**src/rtl/pipe_stage_reg_if.sv**
```systemverilog
// Valid/ready stage link carrying a payload word and a control vector.
// master drives valid/data/ctrl and samples ready; slave does the reverse.
interface pipe_stage_reg_if #(
   parameter int DATA_W = 32,
   parameter int CTRL_W = 5
);
   logic              valid;
   logic              ready;
   logic [DATA_W-1:0] data;
   logic [CTRL_W-1:0] ctrl;

   modport master (output valid, output data, output ctrl, input ready);
   modport slave  (input valid, input data, input ctrl, output ready);
endinterface

```
**src/rtl/pipe_stage_reg.sv**
```systemverilog
// Pipeline stage register with optional 2-entry skid buffer and flush; 1-cycle latency, full throughput.
// Backpressure: SKID=1 absorbs one extra item behind a registered in_ready; SKID=0 gates in_ready on out_ready.
module pipe_stage_reg #(
   parameter int DATA_W = 32,
   parameter int CTRL_W = 5,
   parameter int SKID   = 1
) (
   input  logic             clk,
   input  logic             rst,
   pipe_stage_reg_if.slave  in_if,
   pipe_stage_reg_if.master out_if,
   input  logic             flush,
   output logic [1:0]       occupancy
);

   logic              main_vld_q, main_vld_d;
   logic [DATA_W-1:0] main_data_q, main_data_d;
   logic [CTRL_W-1:0] main_ctrl_q, main_ctrl_d;
   logic              skid_vld_q, skid_vld_d;
   logic [DATA_W-1:0] skid_data_q, skid_data_d;
   logic [CTRL_W-1:0] skid_ctrl_q, skid_ctrl_d;
   logic              in_ready_q, in_ready_d;
   logic              accept, consume;

   assign accept  = in_if.valid & in_if.ready;
   assign consume = main_vld_q & out_if.ready;

   always_comb begin
      main_vld_d  = main_vld_q;
      main_data_d = main_data_q;
      main_ctrl_d = main_ctrl_q;
      skid_vld_d  = skid_vld_q;
      skid_data_d = skid_data_q;
      skid_ctrl_d = skid_ctrl_q;
      if (flush) begin
         // Payload registers keep their contents; only the valid bits drop.
         main_vld_d = 1'b0;
         skid_vld_d = 1'b0;
      end else if (consume && skid_vld_q) begin
         main_data_d = skid_data_q;
         main_ctrl_d = skid_ctrl_q;
         skid_vld_d  = 1'b0;
      end else if (accept && (consume || !main_vld_q)) begin
         main_vld_d  = 1'b1;
         main_data_d = in_if.data;
         main_ctrl_d = in_if.ctrl;
      end else if (accept) begin
         // Only reachable with the skid buffer: main is stalled, park the item.
         skid_vld_d  = 1'b1;
         skid_data_d = in_if.data;
         skid_ctrl_d = in_if.ctrl;
      end else if (consume) begin
         main_vld_d = 1'b0;
      end
      in_ready_d = !(main_vld_d && skid_vld_d);
   end

   always_ff @(posedge clk) begin
      if (!rst) begin
         main_vld_q  <= 1'b0;
         main_data_q <= '0;
         main_ctrl_q <= '0;
         skid_vld_q  <= 1'b0;
         skid_data_q <= '0;
         skid_ctrl_q <= '0;
         in_ready_q  <= 1'b0;
      end else begin
         main_vld_q  <= main_vld_d;
         main_data_q <= main_data_d;
         main_ctrl_q <= main_ctrl_d;
         skid_vld_q  <= skid_vld_d;
         skid_data_q <= skid_data_d;
         skid_ctrl_q <= skid_ctrl_d;
         in_ready_q  <= in_ready_d;
      end
   end

   assign in_if.ready  = (SKID != 0) ? in_ready_q : (!main_vld_q || out_if.ready);
   assign out_if.valid = main_vld_q;
   assign out_if.data  = main_data_q;
   assign out_if.ctrl  = main_vld_q ? main_ctrl_q : '0;
   assign occupancy    = {1'b0, main_vld_q} + {1'b0, skid_vld_q};

endmodule

```
**src/flat_wrapper.sv**
```systemverilog
// flat-port wrapper written by rule: the top's interface ports become plain ports
module pipe_stage_reg_flat 
#(
   parameter int DATA_W = 32,
   parameter int CTRL_W = 5,
   parameter int SKID   = 1
)
  (clk, rst, flush, occupancy, in_if_valid, in_if_data, in_if_ctrl, in_if_ready, out_if_valid, out_if_data, out_if_ctrl, out_if_ready);
  pipe_stage_reg_if #(.DATA_W(DATA_W), .CTRL_W(CTRL_W)) in_if_i ();
  pipe_stage_reg_if #(.DATA_W(DATA_W), .CTRL_W(CTRL_W)) out_if_i ();
  input  logic clk;
  input  logic rst;
  input  logic flush;
  output logic [1:0] occupancy;
  input wire logic [$bits(in_if_i.valid)-1:0] in_if_valid;
  input wire logic [$bits(in_if_i.data)-1:0] in_if_data;
  input wire logic [$bits(in_if_i.ctrl)-1:0] in_if_ctrl;
  output wire logic [$bits(in_if_i.ready)-1:0] in_if_ready;
  output wire logic [$bits(out_if_i.valid)-1:0] out_if_valid;
  output wire logic [$bits(out_if_i.data)-1:0] out_if_data;
  output wire logic [$bits(out_if_i.ctrl)-1:0] out_if_ctrl;
  input wire logic [$bits(out_if_i.ready)-1:0] out_if_ready;
  assign in_if_i.valid = in_if_valid;
  assign in_if_i.data = in_if_data;
  assign in_if_i.ctrl = in_if_ctrl;
  assign in_if_ready = in_if_i.ready;
  assign out_if_valid = out_if_i.valid;
  assign out_if_data = out_if_i.data;
  assign out_if_ctrl = out_if_i.ctrl;
  assign out_if_i.ready = out_if_ready;
  pipe_stage_reg #(.DATA_W(DATA_W), .CTRL_W(CTRL_W), .SKID(SKID)) u_core (.clk(clk), .rst(rst), .in_if(in_if_i), .out_if(out_if_i), .flush(flush), .occupancy(occupancy));
endmodule
```
**config.mk**
```make
export PLATFORM = sky130hd
export DESIGN_NAME = pipe_stage_reg_flat
export DESIGN_NICKNAME = d
export VERILOG_FILES = /design/src/rtl/pipe_stage_reg_if.sv /design/src/rtl/pipe_stage_reg.sv /design/src/flat_wrapper.sv
export SDC_FILE = /design/constraint.sdc
export NUM_CORES = 1
export LEC_CHECK = 0
export ABC_AREA = 1
export CAP_MARGIN = 15
export CORE_ASPECT_RATIO = 0.6
export CORE_MARGIN = 5
export CORE_UTILIZATION = 45
export CTS_CLUSTER_DIAMETER = 50
export DETAILED_ROUTE_END_ITERATION = 10
export PLACE_DENSITY = 0.73
export RECOVER_POWER = 100
export SLEW_MARGIN = 20
export SYNTH_ARGS = -nofsm -noshare
export SYNTH_HDL_FRONTEND = slang
export SYNTH_SLANG_ARGS = --single-unit
```
**constraint.sdc**
```tcl
create_clock -name clk -period 2.05 [get_ports clk]
set_clock_uncertainty 0.15 [all_clocks]
set_input_delay 0.3075 -clock clk [delete_from_list [all_inputs] [get_ports clk]]
set_output_delay 0.3075 -clock clk [all_outputs]
set_load 0.02 [all_outputs]
```
* Word-level counts from Yosys, hierarchy flattened
Index checks and enable logic that the tools add are counted.
** Cells by class
- Add/sub/neg operators :: 1
- Reductions and logical operators :: 9
- Bitwise operators :: 5
- Multiplexer cells :: 14
** Operators with widths (count)
- $mux W32 :: 2
- $mux W5 :: 3
- $mux W1 :: 9
- $reduce_and A4 Y1 :: 1
- $logic_and A1 B1 Y1 :: 3
- $not A1 Y1 :: 3
- $add A1 B1 Y2 :: 1
- $and A1 B1 Y1 :: 2
- $logic_not A1 Y1 :: 2
- $reduce_and A2 Y1 :: 1
- $reduce_bool A2 Y1 :: 1
- $logic_or A1 B1 Y1 :: 1
** Word-level totals
- Input port bits :: 42
- Word-level logic and storage cells :: 36
- Register bits :: 77
- Output and inout bits :: 41

* Longest topological paths before layout
- Depth in word-level cells :: 8
- Mapped depth :: 10

* Worst setup path before layout
Ideal clock, no wire load.
- Path type :: register to register
- Start :: register u_core.main_vld_q, in the netlist u_core.out_if.valid
- End :: register u_core.skid_ctrl_q[0]
- Path slack :: 0.496 ns
- Library setup time :: 0.113 ns
- Buffers on the path :: 3
- Stages on the path, launching flop included :: 9
- Data arrival time :: 1.291 ns
- Path through :: dfxtp_1 buf_4 nand2_2 nand2_1 nand3_1 buf_4 buf_4 nor2_1 nor2_1
** Between the ends
- Longest elaborated chain between the ends :: 5
- Elaborated cells on any way between the ends :: 8
- Classes of those cells :: bitwise (3); reduce/logical (5)
** RTL lines
- start: declaration :: RTL line pipe_stage_reg.sv:16 : logic main_vld_q, main_vld_d;
- start signal: assignment :: RTL line pipe_stage_reg.sv:68 : main_vld_q <= main_vld_d;
- $and A1 B1 Y1 or $logic_not A1 Y1 (tied branches) :: RTL line pipe_stage_reg.sv:26, pipe_stage_reg.sv:43
- $logic_or A1 B1 Y1 :: RTL line pipe_stage_reg.sv:43 : end else if (accept && (consume || !main_vld_q)) begin
- $logic_and A1 B1 Y1 :: RTL line pipe_stage_reg.sv:43
- $not A1 Y1 (no line)
- $reduce_and A4 Y1 (no line) *
- end signal: assignment :: RTL line pipe_stage_reg.sv:73 : skid_ctrl_q <= skid_ctrl_d;
- end: declaration :: RTL line pipe_stage_reg.sv:21 : logic [CTRL_W-1:0] skid_ctrl_q, skid_ctrl_d;
Mark *: on every way between the ends. The rest lies on a longest branch, timed or not.
A chain may end at the register's enable or synchronous reset.

* Worst setup path after layout
- Start :: register u_core.main_vld_q, in the netlist u_core.out_if.valid
- End :: output occupancy[1]
** Between the ends
- Longest elaborated chain between the ends :: 1
** RTL lines
- $add A1 B1 Y2 :: RTL line pipe_stage_reg.sv:82 : assign occupancy = {1'b0, main_vld_q} + {1'b0, skid_vld_q};
- end: declaration :: RTL line flat_wrapper.sv:14 : output logic [1:0] occupancy;
No other way between the ends.

==> metrics <==
Mapped Area 3630 um2; Final Hold Fails 0; Yosys top cell area share 42.5%; Critical Path AT 1.49 ns; VDD IR max 481 uV; Worst-Skew Late Latency 0.33 ns; GRT overflow 0; first-pass GRT wire length 14,400 um; Routed WL per cell 11.0 um; RePlAce Congestion 0.797; crit start category register; number of flops mapped to enable cells by yosys 0; maximum buffer depth of the clock tree 2; max_cap viols 0; diodes inserted 0; most used flip-flop cell after synthesis dfxtp_1; Cell Pwr Density 800 nW/um2; status finished clean; unrepaired setup endpoints after global routing false; Setup TNS 0 ns; Overall Power 3.86 mW; sw frac 22.9%; Yosys top cell by area dfxtp_1; Post-DRT Antenna Nets 0; largest net degree at the start of global routing 44; Setup violations, final 0; synth unique cells 19; Die Span X 126 um; Ys Warns 0; Worst Max-Slew Pin Slew 0.414 ns; dpl hpwl 5670 um; Crit Path Max Fanout 5; num rows 25; cell leakage power 2.67 nW; final wirelength 8460 um; Tmin final 1.94 ns; GRT Resource Usage Total 17.8%; reg-to-reg startpoint u_core.out_if.valid; top-count cell post-synth nand2_1; First DRT Iteration DRCs 282; Register-to-Register Setup Slack 0.41 ns; Worst EP required 1.59 ns; cts bufs inserted 9; vias per cell 4.39; Final Max Slew Viols 0; Die Area 10,000 um2; Post-synth top cells nand2_1, nor2_1, inv_1, dfxtp_1, o21ai_0; TritonCTS Sinks 77; r2r worst-path depth 9; clock root buffer clkbuf_16; internal power 2.98 mW; Initial Util 46.2%; setup bufs post-CTS 0; reported net switching power 0.882 mW; Slew Limit Headroom 72.4%; CP top delay family buffers and inverters; CTS tree built; drt drc 0; Core ar. 7850 um2; ys async rst share 0%; critical path, cell by cell ha_1 > clkdlybuf4s50_1; Logic pwr share 12.0%; crit share post-route 94.8%; nets@finish 698; hold path cells 3; Die Height 79.6 um; number of port buffers 82; vias in the first global route 3,165; Mapped Cells 586; slowest stage delay, CP 0.60 ns; Critical R2R Capture u_core.out_if.data[20]; Avg Inst Size Synth 6.19 um2; hold crit path type in -> reg; Slowest-stage cell, CP clkdlybuf4s50_1; layout cells sized above 1 4.39%; initial antenna violation count 0; CP Buf/Inv Count 1; most area-consuming cells after synthesis dfxtp_1, nand2_1, nor2_1, inv_1, o21ai_0; Hold Path Sink u_core.out_if.data[9]; Min-Delay Startpoint rst; sequential share of the synthesized area 42.5%; Layout area overhead 33.0%; IO Count 83; Synth Net Count 629; Max H-tree Level 3; clock power share 46.5%; Crit Path Class reg -> out; crit path capture type output pin; total number of vias 3,370; Fmax 514 MHz; TritonRoute pass-1 iters 4; Seq pwr share 41.5%; Synth Register Bits 77; clk slew on worst S/H paths 0.06 ns
[flip-flops by register name, indices dropped and copies added, names as in the netlist]
signal,cells
u_core.skid_vld_q,1
u_core.main_ctrl_q,5
u_core.skid_ctrl_q,5
u_core.in_if.ready,1
u_core.out_if.valid,1
u_core.out_if.data,32
u_core.skid_data_q,32
[tightest hold or removal path, cell delays in order]
cell and delay, ns:
buf_2 0.24, nand2_1 0.12, nor2_1 0.03
[layer usage]
metal / up-vias / GRT usage [%] / share of wire [%]
met5: - / 0 / 0
met4: 0 / 5.14 / 0.34
met3: 2 / 6.55 / 5.3
met2: 63 / 29.0 / 44
met1: 1473 / 22.2 / 50
li1: 1832 / - / -
[worst max path at each step]
stage / from / cells past startpoint / slack (ns) / end
2_1_floorplan: u_core.out_if.valid / 8 / 0.50 / u_core.skid_ctrl_q[0]
3_3_place_gp: out_if_ready / 7 / 0.22 / u_core.out_if.data[19]
3_5_place_dp: out_if_ready / 8 / 0.17 / u_core.out_if.data[26]
4_1_cts: u_core.out_if.valid / 2 / 0.03 / occupancy[1]
5_1_grt: out_if_ready / 8 / 0.03 / u_core.out_if.data[19]
6_report: u_core.out_if.valid / 2 / 0.11 / occupancy[1]
[repair_timing]
action                                 in CTS  in global routing
resized for setup                           7                  0
hold buffers                                0                  0
setup endpoints to repair                   7                  0
endpoints found under the hold margin       0                  0
[cells in the final DEF (no fill, tap or decap), drive strengths merged]
cell           netlist  routed
dlygate4sd3          0      35
ha                   1       1
buf                 22      10
inv                 84      84
clkbuf              11      13
dfxtp               77      77
nand3                2       2
a21oi                1       1
nor3                 1       1
and3                 1       1
clkdlybuf4s50        0      40
nand2              195     195
clkinv               0       1
o21ai               38      38
bufinv               0       2
nor2               153     153
dlygate4sd2          0       6
[cells by family (layout without fill, tap and decap cells)]
logic type / after synthesis / in the layout / share of synthesized area (%)
DFF: 77 / 77 / 42.5
AOI/OAI and AO/OA: 39 / 39 / 5.38
and+or+nand+nor: 352 / 352 / 37.0
adders and majority gates: 1 / 1 / 0.345
buffers and inverters: 117 / 191 / 14.8
[power by group through the flow]
stage	registers [mW]	clock network [mW]	logic [mW]
after floorplan	1.67	0	0.234
after global placement	1.63	0	0.471
after detailed placement	1.64	0	0.483
after CTS	1.61	1.84	0.487
after global routing	1.61	1.92	0.522
final	1.60	1.79	0.463
[stage by stage]
| step | cell area, um2 | std cells | hold WS [ns] | util (%) | setup slack (ns) |
|---|---|---|---|---|---|
| floorplan | 3630 | 586 | 0.237 | - | 0.496 |
| detailed placement | 4530 | 752 | 0.354 | 57.7 | 0.170 |
| finish | 4830 | 768 | 0.258 | 61.5 | 0.106 |
| CTS | 4870 | 768 | 0.245 | 62.1 | 0.0318 |
| global placement | 4530 | 752 | 0.348 | 57.7 | 0.218 |
| global route | 4830 | 768 | 0.266 | 61.5 | 0.0319 |
[layout make-up]
class,instances,area [um2]
flip-flops and latches,77,1540
multi-input cells,392,1540
well taps,108,135
inverters,84,315
fillers,715,3020
clock inverters,3,65.1
clock buffers,13,280
repair buffers,91,951
Note: power is estimated with default switching activity, not from simulation.
==> variant 1 (config.mk and constraints unchanged) <==
`CTRL_W` is set to 5 in 3 places; all go to 10.
--- a/src/rtl/pipe_stage_reg_if.sv
+++ b/src/rtl/pipe_stage_reg_if.sv
@@ -2,7 +2,7 @@
 // master drives valid/data/ctrl and samples ready; slave does the reverse.
 interface pipe_stage_reg_if #(
    parameter int DATA_W = 32,
-   parameter int CTRL_W = 5
+   parameter int CTRL_W = 10
 );
    logic              valid;
    logic              ready;
--- a/src/rtl/pipe_stage_reg.sv
+++ b/src/rtl/pipe_stage_reg.sv
@@ -2,7 +2,7 @@
 // Backpressure: SKID=1 absorbs one extra item behind a registered in_ready; SKID=0 gates in_ready on out_ready.
 module pipe_stage_reg #(
    parameter int DATA_W = 32,
-   parameter int CTRL_W = 5,
+   parameter int CTRL_W = 10,
    parameter int SKID   = 1
 ) (
    input  logic             clk,
--- a/src/flat_wrapper.sv
+++ b/src/flat_wrapper.sv
@@ -2,7 +2,7 @@
 module pipe_stage_reg_flat 
 #(
    parameter int DATA_W = 32,
-   parameter int CTRL_W = 5,
+   parameter int CTRL_W = 10,
    parameter int SKID   = 1
 )
   (clk, rst, flush, occupancy, in_if_valid, in_if_data, in_if_ctrl, in_if_ready, out_if_valid, out_if_data, out_if_ctrl, out_if_ready);
Ports: changed (resized in_if_ctrl and out_if_ctrl); port bits go from 83 to 93. No check against the original RTL was run, so the function may have changed too.
==> variant 1 against the original RTL <==
Sequential power grew 13%. Sequential cell count grew 10. Global-route usage grew 0.33 points. Critical endpoint unchanged. Combinational power grew 10%. Area after synthesis grew 12%. Non-clock buffer count grew 14. Design area grew 11%. Maximum frequency shrank 1.8%. Power grew 5.2%. Largest power group is now sequential cells. Worst setup slack lost 0.035 ns. Wire length grew 17%.
==> variant 1: results (changes against the original RTL) <==
run_status:
  status: "finished, final reports clean"  # unchanged
hold_path:
  worstHoldEndpoint: "u_core.out_if.data[17]$_SDFFE_PN0P_"  # was u_core.out_if.data[9]$_SDFFE_PN0P_
clock_tree:
  post_cts_buffers: 0  # unchanged
  ctsResizeCount: 11  # was 7
global_route:
  met2_usage: 0.2855  # was 0.2895
  met1_usage: 0.2390  # was 0.2225
  globalRouteTotalUtil: 0.1812  # was 0.1779
  grt_pass1_vias: 3577  # was 3165
  grt_pass1_wl_um: 16630  # was 14390 um
  grt_max_degree: 51  # was 44
  grt.met3_usage: 0.06024  # was 0.06551
place:
  place_area_mm2: 0.005122  # was 0.004533 mm2
  port_buffers: 92  # was 82
  dp_hpwl_um: 6714  # was 5675 um
pwr:
  p_leak_uw: 0.003009  # was 0.002675 uW
  p_clk_frac: 0.428  # was 0.465
  ir_drop_v: 0.0005667  # was 0.0004813 V
  p_switching_uw: 967.4  # was 882.2 uW
  clk-power_uw: 1740  # was 1790 uW
  sequentialPowerShare: 0.446  # was 0.415
yosys:
  syn_nets: 718  # was 629
  synth-compound-area-share: 0.05437  # was 0.05377
  synthMostInstantiatedCell: "nand2_1"  # unchanged
  synth_flop_cell: "dfxtp_1"  # unchanged
  synthAdderAreaFrac: 0.003089  # was 0.003447
  synthTopCellsByCount: "nand2_1, nor2_1, inv_1"  # unchanged
  synth.distinct_cells: 17  # was 19
  synth_area_leaders: "dfxtp_1, nand2_1, nor2_1"  # unchanged
  seq_area_frac_synth: 0.4300  # was 0.4247
detailed_routing:
  dr.pass1.iters: 5  # was 4
  wl_um: 9874  # was 8458 um
  drt-initial-drc-count: 231  # was 282
  vias: 3929  # was 3370
critical_path:
  cp_slowest_stage_delay_ns: 0.61
  cp.arrival_ns: 1.52  # was 1.49 ns
  regToRegSetupSlack_ns: 0.23  # was 0.41 ns
  r2r-end: "u_core.out_if.data[11]$_SDFFE_PN0P_"  # was u_core.out_if.data[20]$_SDFFE_PN0P_
  critPathMaxFanout: 4  # was 5
finish:
  nets: 797  # was 698
[variant 1: metrics by stage]
stage | cells | utilization | setup slack (ns) | hold slack [ns] | TNS, ns
final | 865 | 0.6170 | 0.07103 | 0.2685 | 0
after floorplan | 670 | - | 0.4861 | 0.2366 | 0
after CTS | 865 | 0.6271 | 0.006969 | 0.2550 | 0
after global routing | 865 | 0.6170 | -0.002771 | 0.2792 | -0.002771
after global placement | 850 | 0.5920 | 0.1799 | 0.3469 | 0
after detailed placement | 850 | 0.5920 | 0.1389 | 0.3491 | 0
[variant 1: final cells by class]
cell class / count / area, um2
fill: 825 / 3314
multi-input combinational: 447 / 1748
sequential: 87 / 1742
timing repair buffer: 105 / 1025
inverter: 99 / 371.6
clock buffer: 11 / 242.7
tap: 112 / 140.1
clock inverter: 4 / 70.07
[variant 1: critical path, delay by kind of cell (launching register included)]
family	cells	cell delay [ns]
flops	1	0.40
buf+inv	1	0.61
fa+ha+maj	1	0.18
[variant 1: how the worst max path moves through the flow]
| stage | to | cells past startpoint | startpoint |
|---|---|---|---|
| 3_3_place_gp | u_core.out_if.data[6]$_SDFFE_PN0P_ | 7 | out_if_ready |
| 3_5_place_dp | u_core.out_if.data[20]$_SDFFE_PN0P_ | 10 | out_if_ready |
| 2_1_floorplan | u_core.skid_data_q[21]$_SDFFE_PN0P_ | 7 | u_core.out_if.valid$_SDFF_PN0_ |
| 6_report | occupancy[1] | 2 | u_core.out_if.valid$_SDFF_PN0_ |
| 5_1_grt | occupancy[1] | 2 | u_core.out_if.valid$_SDFF_PN0_ |
| 4_1_cts | occupancy[0] | 2 | u_core.out_if.valid$_SDFF_PN0_ |
[variant 1: routing by layer]
metal  vias to the layer above  routed length (um)
li1                       2094                   -
met4                         0                  97
met5                         -                   0
met2                        81                4371
met1                      1743                4829
met3                        11                 576
==> variant 2 (same flow settings) <==
Made on the original files. Make the reset (`rst`) asynchronous in one clocked block.
--- a/src/rtl/pipe_stage_reg.sv
+++ b/src/rtl/pipe_stage_reg.sv
@@ -55,7 +55,7 @@
       in_ready_d = !(main_vld_d && skid_vld_d);
    end
 
-   always_ff @(posedge clk) begin
+   always_ff @(posedge clk or negedge rst) begin
       if (!rst) begin
          main_vld_q  <= 1'b0;
          main_data_q <= '0;
Check against the original RTL: differs if rst is asserted again (counterexample within 4 cycles, from zero or initial values and one cycle with rst low); with rst held inactive, the same outputs for 10 cycles.
==> variant 2 against the original RTL <==
Wire length grew 13%. Design area grew 2.4%. Highest routed layer unchanged. Sequential cell count is the same. Synthesized cell count shrank 19%. Cell count shrank 14%. Area after synthesis grew 0.93%. Worst setup slack lost 0.012 ns. Register-to-register slack lost 0.24 ns. Sequential share of layout area grew 7.1 points.
Power is not compared: it rests on default switching activity, and its combinational part moved more than twofold at a synthesized area within 25%.
==> variant 2: results (changes against the original RTL) <==
run_status:
  status: "finished, final reports clean"  # unchanged
critical_path:
  reg2reg_from: "u_core.out_if.valid$_DFF_PN0_"  # was u_core.out_if.valid$_SDFF_PN0_
  cp.arrival_ns: 1.50
  cp_slowest_stage_delay_ns: 0.53  # was 0.60 ns
  regToRegSetupSlack_ns: 0.17  # was 0.41 ns
  r2r-end: "u_core.out_if.data[26]$_DFFE_PN0P_"  # was u_core.out_if.data[20]$_SDFFE_PN0P_
  reg2reg_depth: 7  # was 9
hold_path:
  hold_path_class: "reg -> reg"  # was in -> reg
  worstHoldEndpoint: "u_core.out_if.data[10]$_DFFE_PN0P_"  # was u_core.out_if.data[9]$_SDFFE_PN0P_
  hold_start: "u_core.out_if.data[10]$_DFFE_PN0P_"  # was rst
  worst_hold_path.num_cells: 2  # was 3
clock_tree:
  post_cts_buffers: 0  # unchanged
  numCtsBuffers: 9  # unchanged
yosys:
  seq_area_frac_synth: 0.5260  # was 0.4247
  synth_area_leaders: "dfrtp_1, nand2_1, nand4_1"  # was dfxtp_1, nand2_1, nor2_1
  async_reset_ff_frac: 1.000  # was 0
  synthTopCellsByCount: "nand2_1, dfrtp_1, inv_1"  # was nand2_1, nor2_1, inv_1
  syn_nets: 516  # was 629
global_route:
  globalRouteTotalUtil: 0.1996  # was 0.1779
  grt_pass1_wl_um: 16000  # was 14390 um
  grt_max_degree: 47  # was 44
place:
  port_buffers: 82  # unchanged
  dp_hpwl_um: 6327  # was 5675 um
  gp_congestion: 0.8166  # was 0.7968
detailed_routing:
  drt-initial-drc-count: 247  # was 282
  viasPerCell: 4.988  # was 4.388
  dr.pass1.iters: 5  # was 4
finish:
  fillers: 682  # was 715
  nets: 594  # was 698
  final_layout_size_suffix_gt1_frac: 0.07374  # was 0.04394
sta:
  max-slew-margin-rel: 0.3138  # was 0.7237
## variant 2: how the worst max path moves through the flow
stage                                  start                                 end  slack [ns]
4_1_cts        u_core.out_if.valid$_DFF_PN0_                        occupancy[1]        0.07
3_3_place_gp   u_core.out_if.valid$_DFF_PN0_  u_core.out_if.data[20]$_DFFE_PN0P_        0.26
6_report       u_core.out_if.valid$_DFF_PN0_                        occupancy[1]        0.09
5_1_grt        u_core.out_if.valid$_DFF_PN0_   u_core.out_if.data[5]$_DFFE_PN0P_        0.02
3_5_place_dp                           flush  u_core.out_if.data[29]$_DFFE_PN0P_        0.22
2_1_floorplan  u_core.out_if.valid$_DFF_PN0_                      out_if_ctrl[0]        0.46
## variant 2: timing repair
item,4_1_cts,5_1_grt
endpoints found under the setup margin,5,0
resized for setup,5,0
hold endpoints to repair,38,0
hold buffers,1,0
## variant 2: area by class of cell
type / count / share of cell area
flip-flops and latches: 77 / 0.3902
repair buffers: 98 / 0.1917
well taps: 108 / 0.02735
inverters: 47 / 0.03571
multi-input cells: 318 / 0.2808
clock inverters: 4 / 0.02431
clock buffers: 12 / 0.04989
## variant 2: through the flow
stage | hold slack (ns) | util | worst slack (ns) | area (um2) | std cells
5_1_grt | 0.3338 | 0.6243 | 0.02000 | 4941 | 664
3_5_place_dp | 0.1735 | 0.5817 | 0.2168 | 4603 | 647
4_1_cts | 0.3311 | 0.6285 | 0.06899 | 4974 | 664
6_report | 0.3229 | 0.6243 | 0.09365 | 4941 | 664
3_3_place_gp | 0.1744 | 0.5817 | 0.2632 | 4603 | 647
2_1_floorplan | -0.1381 | - | 0.4564 | 3664 | 473
## variant 2: cells by family (layout without fill, tap and decap cells)
kind of cell	count (synthesis)	in the layout	share of synthesized area
simple gates	278	278	0.3186
buf+inv	78	161	0.09802
compound gates	39	39	0.05396
fa+ha+maj	1	1	0.003415
flops	77	77	0.5260
## variant 2: report_power, final
| part | internal [uW] | switching (uW) |
|---|---|---|
| logic | 402 | 525 |
| clock network | 1350 | 597 |
| registers | 1820 | 169 |
| total | 3570 | 1290 |
## variant 2: per-layer routing
metal	track usage	routed length [um]	vias to the layer above
met2	0.3064	4345	116
li1	-	-	1632
met3	0.05949	708	6
met1	0.2803	4429	1558
met5	0	0	-
met4	0.04390	48	0
## variant 2: worst reg2reg max path, delay by kind of cell, from the launching register on
family | cells | cell delay (ns)
and+or+nand+nor | 5 | 0.58
DFF | 1 | 0.40
buffers and inverters | 2 | 0.63
